<file path="config.mk">
export PLATFORM = sky130hd
export DESIGN_NAME = truth_table_sequencer_flat
export DESIGN_NICKNAME = d
export VERILOG_FILES = /design/src/rtl/truth_table_sequencer_if.sv /design/src/rtl/truth_table_sequencer.sv /design/src/flat_wrapper.sv
export SDC_FILE = /design/constraint.sdc
export NUM_CORES = 1
export LEC_CHECK = 0
export ABC_AREA = 1
export BUFFER_PORTS_ARGS = -buffer_cell sky130_fd_sc_hd__buf_2
export CAP_MARGIN = 20
export CORE_MARGIN = 2
export CORE_UTILIZATION = 50
export CTS_BUF_LIST = sky130_fd_sc_hd__clkbuf_8
export DETAILED_ROUTE_END_ITERATION = 8
export GPL_TIMING_DRIVEN = 0
export PLACE_DENSITY = 0.74
export SETUP_SLACK_MARGIN = 0.3
export SYNTH_ARGS = -nofsm -noshare
export SYNTH_HDL_FRONTEND = slang
export SYNTH_SLANG_ARGS = --single-unit
</file>
<file path="constraint.sdc">
create_clock -name clk -period 4.8 [get_ports clk]
set_clock_uncertainty 0.1 [all_clocks]
set_input_delay 0 -clock clk [delete_from_list [all_inputs] [get_ports clk]]
set_output_delay 0 -clock clk [all_outputs]
set_load 0.01 [all_outputs]
</file>
<file path="src/rtl/truth_table_sequencer_if.sv">
// Bus between the truth-table sequencer and its controller / function under test.
//   start      : begin a sweep (controller -> sequencer)
//   dut_out    : output of the function under test (blackbox -> sequencer)
//   in1..in3   : stimulus to the function under test, {in1,in2,in3} = vec_idx
//   vec_idx    : index of the vector currently driven
//   busy/done  : sweep in progress / sweep finished (sticky)
//   pass       : no mismatches, valid while done
//   err_count  : number of mismatching vectors (0..8)
//   err_mask   : bit i set if vector i mismatched
interface truth_table_sequencer_if;
    logic       start;
    logic       dut_out;
    logic       in1;
    logic       in2;
    logic       in3;
    logic [2:0] vec_idx;
    logic       busy;
    logic       done;
    logic       pass;
    logic [3:0] err_count;
    logic [7:0] err_mask;

    // Controller / environment side: issues start, supplies the blackbox output.
    modport master (
        output start,
        output dut_out,
        input  in1,
        input  in2,
        input  in3,
        input  vec_idx,
        input  busy,
        input  done,
        input  pass,
        input  err_count,
        input  err_mask
    );

    // Sequencer side.
    modport slave (
        input  start,
        input  dut_out,
        output in1,
        output in2,
        output in3,
        output vec_idx,
        output busy,
        output done,
        output pass,
        output err_count,
        output err_mask
    );
endinterface

</file>
<file path="src/rtl/truth_table_sequencer.sv">
// Exhaustive hardware checker for a 3-input combinational function.
// Steps {in1,in2,in3} through all eight vectors, holds each for SETTLE_CYCLES+1
// cycles, samples dut_out and compares it with EXPECTED[vec_idx], accumulating
// a mismatch mask and count.
// Ports:
//   clk : rising-edge clock
//   rst : asynchronous active-high reset
//   bus : truth_table_sequencer_if.slave (start, dut_out in; stimulus and results out)
module truth_table_sequencer #(
    parameter logic [7:0]  EXPECTED      = 8'b0001_0100,
    parameter int unsigned SETTLE_CYCLES = 2
) (
    input  logic                     clk,
    input  logic                     rst,
    truth_table_sequencer_if.slave   bus
);

    localparam int unsigned CNT_W       = 4;
    localparam int unsigned VEC_W       = 3;
    localparam logic [CNT_W-1:0] SETTLE_LAST = CNT_W'(SETTLE_CYCLES - 1);
    localparam logic [VEC_W-1:0] VEC_LAST    = VEC_W'(7);

    localparam logic [1:0] ST_IDLE   = 2'd0;
    localparam logic [1:0] ST_SETTLE = 2'd1;
    localparam logic [1:0] ST_CHECK  = 2'd2;
    localparam logic [1:0] ST_DONE   = 2'd3;

    logic [1:0]       state_q,   state_d;
    logic [VEC_W-1:0] vec_q,     vec_d;
    logic [CNT_W-1:0] cnt_q,     cnt_d;
    logic [3:0]       err_cnt_q, err_cnt_d;
    logic [7:0]       err_msk_q, err_msk_d;

    // State and datapath registers.
    always_ff @(posedge clk or posedge rst) begin
        if (rst) begin
            state_q   <= ST_IDLE;
            vec_q     <= '0;
            cnt_q     <= '0;
            err_cnt_q <= '0;
            err_msk_q <= '0;
        end else begin
            state_q   <= state_d;
            vec_q     <= vec_d;
            cnt_q     <= cnt_d;
            err_cnt_q <= err_cnt_d;
            err_msk_q <= err_msk_d;
        end
    end

    // Next-state and datapath update.
    always_comb begin
        state_d   = state_q;
        vec_d     = vec_q;
        cnt_d     = cnt_q;
        err_cnt_d = err_cnt_q;
        err_msk_d = err_msk_q;

        case (state_q)
            ST_IDLE, ST_DONE: begin
                if (bus.start) begin
                    vec_d     = '0;
                    cnt_d     = '0;
                    err_cnt_d = '0;
                    err_msk_d = '0;
                    state_d   = ST_SETTLE;
                end
            end
            ST_SETTLE: begin
                if (cnt_q == SETTLE_LAST) begin
                    cnt_d   = '0;
                    state_d = ST_CHECK;
                end else begin
                    cnt_d = cnt_q + CNT_W'(1);
                end
            end
            ST_CHECK: begin
                // Mismatch bookkeeping uses the pre-increment index.
                if (bus.dut_out != EXPECTED[vec_q]) begin
                    err_msk_d[vec_q] = 1'b1;
                    err_cnt_d        = err_cnt_q + 4'd1;
                end
                if (vec_q == VEC_LAST) begin
                    state_d = ST_DONE;
                end else begin
                    vec_d   = vec_q + VEC_W'(1);
                    state_d = ST_SETTLE;
                end
            end
            default: state_d = ST_IDLE;
        endcase
    end

    // Outputs are direct decodes of registered state.
    assign bus.vec_idx   = vec_q;
    assign bus.in1       = vec_q[2];
    assign bus.in2       = vec_q[1];
    assign bus.in3       = vec_q[0];
    assign bus.busy      = (state_q == ST_SETTLE) || (state_q == ST_CHECK);
    assign bus.done      = (state_q == ST_DONE);
    assign bus.err_count = err_cnt_q;
    assign bus.err_mask  = err_msk_q;
    // Gated with done so pass reads 0 out of reset and mid-sweep.
    assign bus.pass      = (state_q == ST_DONE) && (err_cnt_q == 4'd0);

endmodule

</file>
<file path="src/flat_wrapper.sv">
// flat-port wrapper written by rule: the top's interface ports become plain ports
module truth_table_sequencer_flat 
#(
    parameter logic [7:0]  EXPECTED      = 8'b0001_0100,
    parameter int unsigned SETTLE_CYCLES = 2
)
  (clk, rst, bus_start, bus_dut_out, bus_in1, bus_in2, bus_in3, bus_vec_idx, bus_busy, bus_done, bus_pass, bus_err_count, bus_err_mask);
  truth_table_sequencer_if bus_i ();
  input  logic clk;
  input  logic rst;
  input wire logic [$bits(bus_i.start)-1:0] bus_start;
  input wire logic [$bits(bus_i.dut_out)-1:0] bus_dut_out;
  output wire logic [$bits(bus_i.in1)-1:0] bus_in1;
  output wire logic [$bits(bus_i.in2)-1:0] bus_in2;
  output wire logic [$bits(bus_i.in3)-1:0] bus_in3;
  output wire logic [$bits(bus_i.vec_idx)-1:0] bus_vec_idx;
  output wire logic [$bits(bus_i.busy)-1:0] bus_busy;
  output wire logic [$bits(bus_i.done)-1:0] bus_done;
  output wire logic [$bits(bus_i.pass)-1:0] bus_pass;
  output wire logic [$bits(bus_i.err_count)-1:0] bus_err_count;
  output wire logic [$bits(bus_i.err_mask)-1:0] bus_err_mask;
  assign bus_i.start = bus_start;
  assign bus_i.dut_out = bus_dut_out;
  assign bus_in1 = bus_i.in1;
  assign bus_in2 = bus_i.in2;
  assign bus_in3 = bus_i.in3;
  assign bus_vec_idx = bus_i.vec_idx;
  assign bus_busy = bus_i.busy;
  assign bus_done = bus_i.done;
  assign bus_pass = bus_i.pass;
  assign bus_err_count = bus_i.err_count;
  assign bus_err_mask = bus_i.err_mask;
  truth_table_sequencer #(.EXPECTED(EXPECTED), .SETTLE_CYCLES(SETTLE_CYCLES)) u_core (.clk(clk), .rst(rst), .bus(bus_i));
endmodule
</file>
==> metrics <==
Hold WC Path Type=in -> reg; later-pin clock latency in the skew report=0.26 ns; first-pass GRT wire length=4800 um; worst-path maximum fanout=10; Critical Setup Path Class=reg -> reg; io pins=25; hold_ws=0.0786 ns; initial antenna violation count=0; period utilization=36.9%; Final Non-Filler Cells=235; launch point of the critical path=u_core.state_q[0]; share of layout cells above drive strength 1=32.4%; Post-Route WL=2830 um; port bufs=24; die area=3330 um^2; Achievable Freq=564 MHz; Final Power=0.757 mW; # placed instances=230; die height=57.7 um; met2 routed WL=1530 um; post_cts resized=0; Remaining DRCs=0; Worst Reg-to-Reg Cells=9; combinational power share=53.2%; clk sinks=21; Top Metal Used=met4; layout filler cell count=251; FF/Latch Area=526 um^2; Hold Crit Depth=4; H-tree depth=1; Distinct cells, synth=26; clock tree from TritonCTS=done; wire per inst=12.1 um; Pins Over Slew Limit=0; setup TNS=0 ns; fin crit period=1.77 ns; clock buffer depth=2; CP Data Arrival Time=1.83 ns; GRT Overall Usage=18.2%; Syn Area/Cell=8.25 um^2; routed wl met3=89 um; Internal Power=0.415 mW; maximum vdd drop=568 uV; critical hold path startpoint=bus_start; initial DRC count=40; PwrDens=456 nW/um^2; Initial Utilization=52.4%; Worst-path clk slew=0.07 ns; sequential power share=31.8%; detail-routed via count per cell=5.17; clock root buffer=clkbuf_8; crit start category=flop; # hold bufs at CTS=1; RSZ-0062 raised after global routing=false; GP Congestion=0.754; status=complete, no violations; Antenna Diode Count=0; Required @ worst endpoint=4.85 ns; Pleak=0.887 nW; CTS buffer count=3; Sw Share=45.1%; synthesis warning total=0; dpl hpwl=2120 um; synthesized area=1440 um^2; worst r2r src=u_core.state_q[0]; Core ar.=2760 um^2; maximum capacitance violations=0; Clk network pwr share=15.0%; area of the multi-input gates=736 um^2; DR vias=1,215; Slew @ Worst Pin=0.824 ns; Relative slew margins=45.0%; Horiz. Die Dim=57.7 um; syn nets=191; Post-CTS Setup Bufs=0; WL met1=1200 um; grt ovf=0; #FFs+latches synth=21; Syn Inst Count=175; register area share after synthesis=36.4%; Site Rows=19; remaining antenna violation count=0; CP endpoint kind=flop; Setup Viol. Count Final=0; drt first pass iters=4; Psw=0.341 mW; vias in the first global route=1,086; largest net degree at the start of global routing=22; final hold violation count=0; final net count=221; Syn-to-layout area delta=14.8%
-- through the flow --
step           util, %  setup slack (ns)  area, um^2
3_3_place_gp      58.1              3.09        1600
5_1_grt           60.1              2.89        1660
2_1_floorplan        -              3.14        1440
3_5_place_dp      58.1              3.04        1600
6_report          60.1              3.03        1660
4_1_cts           60.1              3.02        1660
-- worst paths after layout --
path                                                end  slack [ns]
max in group asynchronous        u_core.bus.err_mask[3]        3.75
worst max register to register  u_core.bus.err_count[3]        3.03
worst min register to register   u_core.bus.err_mask[3]        0.41
worst min-delay path                  u_core.state_q[0]        0.08
min in group asynchronous       u_core.bus.err_count[3]        0.35
worst max-delay path            u_core.bus.err_count[3]        3.03
-- Yosys cell counts (all sizes together) --
cell type | number | share of area (%)
buf | 7 | 5.3
nor2 | 10 | 2.9
ha | 12 | 10
o21ai | 13 | 4.5
nand4 | 4 | 1.7
nand2 | 52 | 18
o22ai | 1 | 0.43
inv | 24 | 6.4
dfrtp | 21 | 36
a21oi | 6 | 2.9
xnor2 | 1 | 0.61
nor3 | 1 | 0.35
clkbuf | 1 | 0.95
nand3 | 21 | 8.8
xor2 | 1 | 0.61
-- kinds of logic (layout without fill, tap and decap cells) --
kind of cell,Yosys count,count (layout),share of synthesized area [%]
AO/OA/AOI/OAI,20,20,7.80
XOR/XNOR,2,2,1.21
adder cells (fa/ha/maj),12,12,10.4
buffers and inverters,32,61,12.7
flip-flops,21,21,36.4
AND/OR/NAND/NOR,88,88,31.5
-- layer usage --
metal  track usage, %  up-vias
met5                0        -
met3             4.02        2
met2             33.3       24
met1             22.2      577
li1                 -      612
met4             2.99        0
-- cell type report --
type,count,area share (%)
Sequential cell,21,31.7
Buffer,8,5.43
Timing Repair Buffer,25,7.85
Tap cell,31,2.34
Multi-Input combinational cell,122,44.4
Clock inverter,1,0.226
Clock buffer,3,2.49
Inverter,24,5.58
-- sequential cells by signal, summed over array words and instances, names as in the netlist --
register,cells
u_core.bus.err_count,4
u_core.bus.err_mask,8
u_core.bus.vec_idx,3
u_core.state_q,2
u_core.cnt_q,4
-- worst max-delay path, cell delays in order, from the launching register on --
cell and delay (ns):
dfrtp_1 0.43, inv_1 0.06, ha_1 0.31, inv_2 0.12, nor2_2 0.08, a21oi_4 0.21, nand2_4 0.09, buf_12 0.15
nand2_2 0.06, nand2_2 0.04
-- placed cells by master, fill, tap and decap left out, types with 2 or more instances in the layout --
cell type and instances:
nor2_2 2, o21ai_0 10, ha_1 12, buf_4 3, buf_2 24, buf_6 3
clkbuf_8 4, nand2_1 30, inv_2 2, nand3_1 18, inv_1 22, o21ai_1 3
dfrtp_1 21, nand4_1 4, nand2_2 21, a21oi_1 5, nor2_1 8, nand3_2 2
-- power groups by stage --
stage | clock [mW] | sequential [mW] | combinational, mW
after floorplan | 0 | 0.239 | 0.317
after CTS | 0.117 | 0.240 | 0.406
after global placement | 0 | 0.240 | 0.392
final | 0.114 | 0.240 | 0.402
after detailed placement | 0 | 0.244 | 0.403
after global routing | 0.122 | 0.246 | 0.448
(Power assumes the default switching activity.)
